<file path="src/rtl/oled_pkg.sv">
// oled_pkg: control codes, glyph width and FSM encoding
// shared by the OLED text controller files.
package oled_pkg;

  localparam logic [7:0] CHAR_LF = 8'h0A;
  localparam logic [7:0] CHAR_CR = 8'h0D;
  localparam logic [7:0] CHAR_FF = 8'h0C;

  localparam int CHAR_W_DEF = 6;

  typedef enum logic [2:0] {
    ST_IDLE,
    ST_FETCH,
    ST_LATCH,
    ST_START,
    ST_WAIT,
    ST_ADVANCE,
    ST_CLEAR
  } state_e;

endpackage

</file>
<file path="src/rtl/oled_char_fifo.sv">
// oled_char_fifo: small synchronous character FIFO with
// a registered occupancy count driving full/empty.
module oled_char_fifo #(
  parameter int DEPTH = 4,
  parameter int W     = 8
) (
  input  logic         clk,
  input  logic         reset,
  input  logic         push_i,
  input  logic [W-1:0] din_i,
  input  logic         pop_i,
  output logic [W-1:0] dout_o,
  output logic         full_o,
  output logic         empty_o
);

  localparam int AW = $clog2(DEPTH);
  localparam logic [AW:0]   FULL_CNT = (AW+1)'(DEPTH);
  localparam logic [AW:0]   ONE_C    = (AW+1)'(1);
  localparam logic [AW-1:0] ONE_P    = AW'(1);

  logic [W-1:0]  mem_q [DEPTH];
  logic [AW-1:0] wp_q, rp_q;
  logic [AW:0]   cnt_q, cnt_d;
  logic          do_push, do_pop;

  assign full_o  = cnt_q == FULL_CNT;
  assign empty_o = cnt_q == '0;
  assign do_push = push_i && !full_o;
  assign do_pop  = pop_i && !empty_o;
  assign dout_o  = mem_q[rp_q];

  always_comb begin
    cnt_d = cnt_q;
    unique case ({do_push, do_pop})
      2'b10:   cnt_d = cnt_q + ONE_C;
      2'b01:   cnt_d = cnt_q - ONE_C;
      default: cnt_d = cnt_q;
    endcase
  end

  always_ff @(posedge clk or posedge reset) begin
    if (reset) begin
      wp_q  <= '0;
      rp_q  <= '0;
      cnt_q <= '0;
    end else begin
      cnt_q <= cnt_d;
      if (do_push) wp_q <= wp_q + ONE_P;
      if (do_pop)  rp_q <= rp_q + ONE_P;
    end
  end

  always_ff @(posedge clk) begin
    if (do_push) mem_q[wp_q] <= din_i;
  end

endmodule

</file>
<file path="src/rtl/oled_text_ctrl.sv">
// oled_text_ctrl: buffers ASCII codes, fetches glyphs and drives the glyph
// writer with a wrapping cursor. OLED_CLEAR_CMD_EN enables the 0x0C clear.
module oled_text_ctrl
  import oled_pkg::*;
#(
  parameter int COLS       = 21,
  parameter int ROWS       = 8,
  parameter int CHAR_W     = CHAR_W_DEF,
  parameter int X_OFFSET   = 0,
  parameter int FIFO_DEPTH = 4
) (
  input  logic        clk,
  input  logic        reset,
  input  logic        char_valid,
  input  logic [7:0]  char_data,
  output logic        char_ready,
  output logic [7:0]  font_addr,
  input  logic [47:0] font_data,
  output logic        wr_start,
  output logic [47:0] wr_data,
  output logic [7:0]  wr_pos_x,
  output logic [7:0]  wr_pos_y,
  input  logic        wr_done,
  output logic        busy,
  output logic [4:0]  cursor_col,
  output logic [2:0]  cursor_row
);

  state_e      state_q, state_d;
  logic [7:0]  addr_q, addr_d;
  logic [47:0] data_q, data_d;
  logic [7:0]  px_q, px_d;
  logic [7:0]  py_q, py_d;
  logic [4:0]  col_q, col_d;
  logic [2:0]  row_q, row_d;
  logic        clr_q, clr_d;

  logic        pop, full, empty;
  logic [7:0]  head;
  logic        last_col, last_row;
  logic [2:0]  row_nx;
  logic [7:0]  pos_x;

  oled_char_fifo #(
    .DEPTH(FIFO_DEPTH),
    .W    (8)
  ) u_fifo (
    .clk    (clk),
    .reset  (reset),
    .push_i (char_valid),
    .din_i  (char_data),
    .pop_i  (pop),
    .dout_o (head),
    .full_o (full),
    .empty_o(empty)
  );

  assign last_col = col_q == 5'(COLS - 1);
  assign last_row = row_q == 3'(ROWS - 1);
  assign row_nx   = last_row ? 3'd0 : row_q + 3'd1;
  assign pos_x    = 8'(X_OFFSET + CHAR_W * int'(col_q));

  always_ff @(posedge clk or posedge reset) begin
    if (reset) begin
      state_q <= ST_IDLE;
      addr_q  <= '0;
      data_q  <= '0;
      px_q    <= '0;
      py_q    <= '0;
      col_q   <= '0;
      row_q   <= '0;
      clr_q   <= 1'b0;
    end else begin
      state_q <= state_d;
      addr_q  <= addr_d;
      data_q  <= data_d;
      px_q    <= px_d;
      py_q    <= py_d;
      col_q   <= col_d;
      row_q   <= row_d;
      clr_q   <= clr_d;
    end
  end

  always_comb begin
    state_d = state_q;
    addr_d  = addr_q;
    data_d  = data_q;
    px_d    = px_q;
    py_d    = py_q;
    col_d   = col_q;
    row_d   = row_q;
    clr_d   = clr_q;
    unique case (state_q)
      ST_IDLE: begin
        if (!empty) begin
          unique case (1'b1)
            head == CHAR_LF: begin
              col_d = '0;
              row_d = row_nx;
            end
            head == CHAR_CR: col_d = '0;
            head == CHAR_FF: begin
`ifdef OLED_CLEAR_CMD_EN
              col_d   = '0;
              row_d   = '0;
              clr_d   = 1'b1;
              state_d = ST_CLEAR;
`endif
            end
            default: begin
              addr_d  = head;
              state_d = ST_FETCH;
            end
          endcase
        end
      end
      ST_FETCH: state_d = ST_LATCH;
      ST_LATCH: begin
        data_d  = font_data;
        px_d    = pos_x;
        py_d    = {5'b0, row_q};
        state_d = ST_START;
      end
      ST_CLEAR: begin
        data_d  = '0;
        px_d    = pos_x;
        py_d    = {5'b0, row_q};
        state_d = ST_START;
      end
      ST_START: state_d = ST_WAIT;
      ST_WAIT: if (wr_done) state_d = ST_ADVANCE;
      ST_ADVANCE: begin
        if (last_col) begin
          col_d = '0;
          row_d = row_nx;
        end else begin
          col_d = col_q + 5'd1;
        end
        state_d = ST_IDLE;
        // The clear walks the cursor itself; wrapping past the
        // last cell lands it back on (0,0).
        if (clr_q) begin
          if (last_col && last_row) clr_d   = 1'b0;
          else                      state_d = ST_CLEAR;
        end
      end
      default: state_d = ST_IDLE;
    endcase
  end

  always_comb begin
    pop      = (state_q == ST_IDLE) && !empty;
    wr_start = state_q == ST_START;
    busy     = (state_q != ST_IDLE) || !empty;
  end

  assign char_ready = !full;
  assign font_addr  = addr_q;
  assign wr_data    = data_q;
  assign wr_pos_x   = px_q;
  assign wr_pos_y   = py_q;
  assign cursor_col = col_q;
  assign cursor_row = row_q;

endmodule

</file>
<file path="config.mk">
export PLATFORM = sky130hd
export DESIGN_NAME = oled_text_ctrl
export DESIGN_NICKNAME = d
export VERILOG_FILES = /design/src/rtl/oled_pkg.sv /design/src/rtl/oled_char_fifo.sv /design/src/rtl/oled_text_ctrl.sv
export SDC_FILE = /design/constraint.sdc
export NUM_CORES = 1
export LEC_CHECK = 0
export ABC_AREA = 1
export BUFFER_PORTS_ARGS = -buffer_cell sky130_fd_sc_hd__buf_2
export CAP_MARGIN = 20
export CORE_UTILIZATION = 36
export DETAILED_ROUTE_END_ITERATION = 10
export HOLD_SLACK_MARGIN = 0.1
export SLEW_MARGIN = 5
export SYNTH_ARGS = -nofsm -noshare
export SYNTH_HDL_FRONTEND = slang
export SYNTH_SLANG_ARGS = --single-unit
</file>
<file path="constraint.sdc">
create_clock -name clk -period 3.2 [get_ports clk]
set_input_delay 0.32 -clock clk [delete_from_list [all_inputs] [get_ports clk]]
set_output_delay 0.32 -clock clk [all_outputs]
set_load 0.02 [all_outputs]
</file>
==> results of run 1 <==
worst max-delay path by stage:
stage                                       from                          end  slack (ns)  cells past startpoint
after detailed placement  state_q[0]$_DFFE_PP0P_  u_fifo.cnt_q[2]$_DFFE_PP0P_        0.89                     11
after CTS                 state_q[0]$_DFFE_PP0P_  u_fifo.cnt_q[2]$_DFFE_PP0P_        0.89                     11
after floorplan                            reset            clr_q$_DFFE_PP0P_        0.69                      1
final                     state_q[0]$_DFFE_PP0P_  u_fifo.cnt_q[2]$_DFFE_PP0P_        0.90                     11
after global placement    state_q[0]$_DFFE_PP0P_  u_fifo.cnt_q[2]$_DFFE_PP0P_        0.92                     11
after global routing      state_q[0]$_DFFE_PP0P_  u_fifo.cnt_q[2]$_DFFE_PP0P_        0.75                     11
cell families (layout without fill, tap and decap cells):
group	after synthesis	after routing
simple gates	330	330
xor+xnor	6	6
other cells	1	6
compound gates	16	16
flops	117	117
fa+ha+maj	17	17
buf+inv	69	214
metrics by stage:
stage	setup WS (ns)	area, um^2	power, mW
3_5_place_dp	0.892	6030	5.28
4_1_cts	0.894	6610	7.12
5_1_grt	0.747	6630	7.59
2_1_floorplan	0.687	5240	4.41
3_3_place_gp	0.922	6030	5.20
6_report	0.897	6630	7.04
placed cells by master, fill, tap and decap left out, types with 4 or more instances in the layout:
| master | instances |
|---|---|
| a21oi_1 | 6 |
| buf_2 | 136 |
| clkbuf_16 | 17 |
| clkinv_2 | 6 |
| clkinvlp_4 | 4 |
| conb_1 | 6 |
| dfrtp_1 | 85 |
| edfxtp_1 | 32 |
| ha_1 | 15 |
| inv_1 | 34 |
| inv_2 | 5 |
| nand2_1 | 203 |
| nand2_4 | 5 |
| nand3_1 | 85 |
| nand3b_1 | 5 |
| nor2_1 | 21 |
| o21ai_0 | 5 |
| xor2_1 | 4 |
metal layers:
metal	track usage [%]	routed length [um]	vias to the layer above
met5	0	0	-
met4	6.71	189	0
met3	4.51	409	10
met2	26.9	5950	96
met1	21.1	5460	1942
li1	-	-	2047
flip-flops by register name, indices dropped and copies added (netlist names), 5 cells and up:
signal and count:
wr_data 48, u_fifo.mem_q 32, cursor_col 5, font_addr 8, wr_pos_x 7
final cells by class:
cell class | instances | area (um^2)
Sequential cell | 117 | 3090
Timing Repair Buffer | 141 | 746
Clock buffer | 18 | 429
Clock inverter | 14 | 136
Fill cell | 1319 | 7360
Inverter | 41 | 158
Tap cell | 180 | 225
Multi-Input combinational cell | 375 | 1850
power by group through the flow:
stage	clock, mW	combinational (mW)	sequential, mW
final	1.80	2.80	2.44
after global routing	1.93	3.14	2.52
after CTS	1.85	2.82	2.45
after detailed placement	0	2.81	2.47
after floorplan	0	1.57	2.84
after global placement	0	2.75	2.45
timing repair:
| action | 4_1_cts | 5_1_grt |
|---|---|---|
| buffers inserted | 0 | 0 |
| hold buffers | 1 | 0 |
| setup endpoints to repair | 0 | 0 |
| hold endpoints to repair | 42 | 0 |
==> results.cfg, run 1 <==
[final_layout]
area_delta_synth_final_pct = 27.1
fin_nets = 770
utilization_pct = 47.4
stdcell_count = 886
antenna_cells = 0
final_layout_size_suffix_gt1_share_pct = 26.9

[placed_design]
routabilityCongestion = 0.791
placed_cells = 852
portBuffers = 136
dp_hpwl_um = 8360

[power]
pwr_density_cell_nw_per_um2 = 1060
p_clk_share_pct = 25.6
peakVddDrop_v = 0.000393
intPower_mw = 4.12
p_leak_nw = 3.54
p_comb_share_pct = 39.7
power_frac_seq_pct = 34.7
switchingPower_mw = 2.92
swShare_pct = 41.5

[sta]
fin_skew_ns = 0.0134
period_share_pct = 72.0
layout_min_cycle_time_ns = 2.30
setup_viol = 0
fmax_ghz = 0.434
final_max_slew_viol_count = 0
setup_tns_ns = 0
slew_headroom_pct = 46.3
rsz0062_at_grt = false
hold_violations = 0
tightest_slew_ns = 0.803
hold_ws_ns = 0.123

[grt]
grt_pass1_wl_um = 18900
antenna_found_initial = 0
grt_overflow = 0
grt_usage_pct = 16.7
grt_max_degree = 65
grt_pass1_vias = 3837

[logic_synthesis]
yosysSeqAreaShare_pct = 59.2
yosysTopAreaCellShare_pct = 40.8
ys_ff_latch = 117
synth-async-reset-ratio_pct = 72.6
synth_top_area_cell = dfrtp_1
synth_commonest_cells = nand2_1, dfrtp_1, nand3_1
netlist_top_cells_area = dfrtp_1, edfxtp_1, nand2_1
synth_most_common_cell = nand2_1
synth_compound_area_share_pct = 1.70
synth_simple_gate_area_share_pct = 27.8
synth_area_per_cell_um2 = 9.38
yosysWarnings = 0
synth_xor_area_share_pct = 1.01
synthCells = 556
synth-edff-count = 32
synthFlopType = dfrtp_1
synth_fa_ha_area_share_pct = 4.37
ys_types = 32
syn_area_um2 = 5220
synth_top_family_by_area = simple AND/OR/NAND/NOR gates
synth_mux_area_share_pct = 0

[drt]
drtPass1Iterations = 5
drtIter0Drc = 303
wl_per_cell_um = 13.6
drc_errors = 0
final_antenna_net_count = 0
routed_wl_um = 12000
vias = 4095
viasPerCell = 4.62

[critical_path]
cp.arrival_ns = 2.58
worstSetupStartpointType = flop
cp_slowest_cell = dfrtp_1
crit_required_ns = 3.48
critPathBufInv = 3
reg2reg_setup_slack_ns = 0.90
r2r-end = u_fifo.cnt_q[2]$_DFFE_PP0P_
crit_path_end_kind = flop
r2r_start = state_q[0]$_DFFE_PP0P_
max_stage_delay_ns = 0.44
critPathTopFamily = adder cells
worstPathCellList = nor2_1, nand2_1, inv_2, nand2_1, inv_1, ha_1, inv_1, fa_1, a21oi_1, o21ai_0, xnor2_1
critPathKind = reg2reg
ff2ff_path_depth = 11
cp_max_fo = 11

[clock_network]
clockBufferDepth = 2
root_buffer = clkbuf_16
cts.sinks = 117
cts_tree = built
clk_latency_ns = 0.41
numCtsBuffers = 17
ctsResizeCount = 0
clk_pin_slew_worst_paths_ns = 0.06
cts_max_level = 4

[floorplan]
num_io_pins = 143
die_y_um = 122
die_width_um = 122
die_area_um2 = 15000
core_um2 = 14000
row_count = 43
start_util_pct = 37.3

[hold_path]
worstHoldStart = char_data[1]
holdPathEnd = u_fifo.mem_q[1][1]$_DFFE_PP_
hold_depth = 1
hold_class = in2reg

[run]
maxCapViolCount = 0

[run_status]
outcome = finished, final reports clean
Power figures use the tool's default switching activity.
==> run 2, diff against run 1 <==
==> constraint.sdc (replaced) <==
create_clock -name clk -period 2.3 [get_ports clk]
set_input_delay 0.23 -clock clk [delete_from_list [all_inputs] [get_ports clk]]
set_output_delay 0.23 -clock clk [all_outputs]
set_load 0.02 [all_outputs]
==> run 2 against run 1 <==
Compared with the run above:
- combinational power is 46% higher
- sequential cell count stayed put
- clock power is 46% higher
- setup slack worse by 0.66 ns
- register-to-register slack worse by 0.66 ns
- worst hold slack better by 0.062 ns
- design area is 9.6% higher
- first-iteration DRC count is 11% lower
- critical path type unchanged
- largest power group unchanged
==> results.cfg, run 2 (synthesis results as in run 1) <==
[run_status]
outcome = finished, final reports clean

[sta]
final_max_slew_viol_count = 0
setup_viol = 0
rsz0062_at_grt = false
slew_headroom_pct = 57.3
hold_ws_ns = 0.186
fmax_ghz = 0.484
layout_min_cycle_time_ns = 2.07
hold_violations = 0
period_share_pct = 89.8
setup_ws_ns = 0.235
tightest_slew_ns = 0.639
fin_skew_ns = 0.00631
setup_tns_ns = 0

[critical_path]
cp.arrival_ns = 2.36
crit_path_end_kind = flop
max_stage_delay_ns = 0.44
critPathKind = reg2reg
worstPathCellList = nor2_1, nand2_1, inv_2, nand2_1, inv_1, ha_1, inv_1, fa_1, a21oi_1, o21ai_0, xnor2_1
crit_required_ns = 2.59
reg2reg_setup_slack_ns = 0.23
cp_slowest_cell = dfrtp_1
worstSetupStartpointType = flop
cp_max_fo = 5

[final_layout]
utilization_pct = 52.0
final_cell_mix = nand2_1, buf_2, nand3_1, dfrtp_1, dlygate4sd3_1
fillCellCount = 1262
mostFrequentLayoutCell = nand2_1
final_layout_size_suffix_gt1_share_pct = 25.5
antenna_cells = 0
fin_nets = 833
largest_reg_flops = 48
area_delta_synth_final_pct = 39.4

[drt]
drc_errors = 0
viasPerCell = 4.64
drtPass1Iterations = 4
wl_per_cell_um = 13.9
vias = 4407
drtIter0Drc = 270
routed_wl_um = 13200
final_antenna_net_count = 0

[grt]
grt_overflow = 0
grt_max_degree = 54
grt_usage_pct = 18.3
antenna_found_initial = 0
grt_pass1_vias = 4294
grt_pass1_wl_um = 20400

[hold_path]
hold_class = in2reg

[placed_design]
dp_hpwl_um = 8480
pre_cts_ws_ns = 0.234
routabilityCongestion = 0.784
portBuffers = 136

[clock_network]
root_buffer = clkbuf_16
cts_max_level = 4
cts_tree = built
post_cts_buffers = 0
clockBufferDepth = 2
cts.sinks = 117
clk_pin_slew_worst_paths_ns = 0.05
numCtsBuffers = 17
clk_latency_ns = 0.41

[power]
total_power_mw = 10.1
pwr_density_cell_nw_per_um2 = 1390
peakVddDrop_v = 0.000661
p_leak_nw = 3.82

[run]
maxCapViolCount = 0

[floorplan]
num_io_pins = 143
die_width_um = 122
row_count = 43
die_y_um = 122
start_util_pct = 37.3
die_area_um2 = 15000
core_um2 = 14000
-- run 2: cell types whose count changed in the layout (fill, tap and decap cells not counted) --
| cell | change |
|---|---|
| bufinv_16 | +1 |
| clkinvlp_4 | +1 |
| clkinv_1 | +1 |
| buf_4 | +7 |
| clkinv_2 | -3 |
| dlygate4sd3_1 | +56 |
-- run 2: metal layers --
metal | global-route usage [%] | vias to the layer above | wire length, um
met5 | 0 | - | 0
met4 | 9.98 | 0 | 459
met3 | 5.39 | 35 | 479
met2 | 30.2 | 115 | 6590
met1 | 21.3 | 2079 | 5680
li1 | - | 2178 | -
-- run 2: power breakdown --
group | switching, mW | internal [mW] | total, mW
sequential | 0.476 | 2.91 | 3.39
combinational | 2.74 | 1.35 | 4.10
clock | 0.937 | 1.69 | 2.63
total | 4.16 | 5.95 | 10.1
-- run 2: what timing repair did --
item | in CTS | in global routing
resized for setup | 0 | 0
hold buffers | 57 | 0
hold endpoints to repair | 106 | 0
endpoints found under the setup margin | 0 | 0
-- run 2: worst max-delay path: cells and delay by family, from the launching register on --
| family | cells | cell delay [ns] |
|---|---|---|
| AOI/OAI and AO/OA | 2 | 0.26 |
| and+or+nand+nor | 3 | 0.34 |
| buffers and inverters | 3 | 0.24 |
| adders and majority gates | 2 | 0.51 |
| xor gates and xnor gates | 1 | 0.15 |
| DFF | 1 | 0.44 |
-- run 2: cell type report --
type	count	area, um^2	area share (%)
Timing Repair Buffer	204	1360	18.7
Tap cell	180	225	3.10
Clock buffer	18	429	5.90
Inverter	41	160	2.20
Multi-Input combinational cell	375	1850	25.4
Sequential cell	117	3090	42.5
Clock inverter	14	160	2.20
-- run 2: worst paths after layout --
kind / from / cells past startpoint / end
worst max register to register: state_q[0]$_DFFE_PP0P_ / 11 / u_fifo.cnt_q[2]$_DFFE_PP0P_
min in group asynchronous: reset / 3 / wr_data[25]$_DFFE_PP0P_
max in group asynchronous: reset / 4 / font_addr[6]$_DFFE_PP0P_
worst max-delay path: state_q[0]$_DFFE_PP0P_ / 11 / u_fifo.cnt_q[2]$_DFFE_PP0P_
worst min-delay path: wr_done / 5 / state_q[0]$_DFFE_PP0P_
worst min register to register: font_addr[6]$_DFFE_PP0P_ / 2 / font_addr[6]$_DFFE_PP0P_
-- run 2: per-stage QoR --
stage               instances  instance area, um^2
floorplan                 561                 5240
global placement          860                 6110
detailed placement        860                 6110
CTS                       949                 7270
global route              949                 7270
finish                    949                 7270
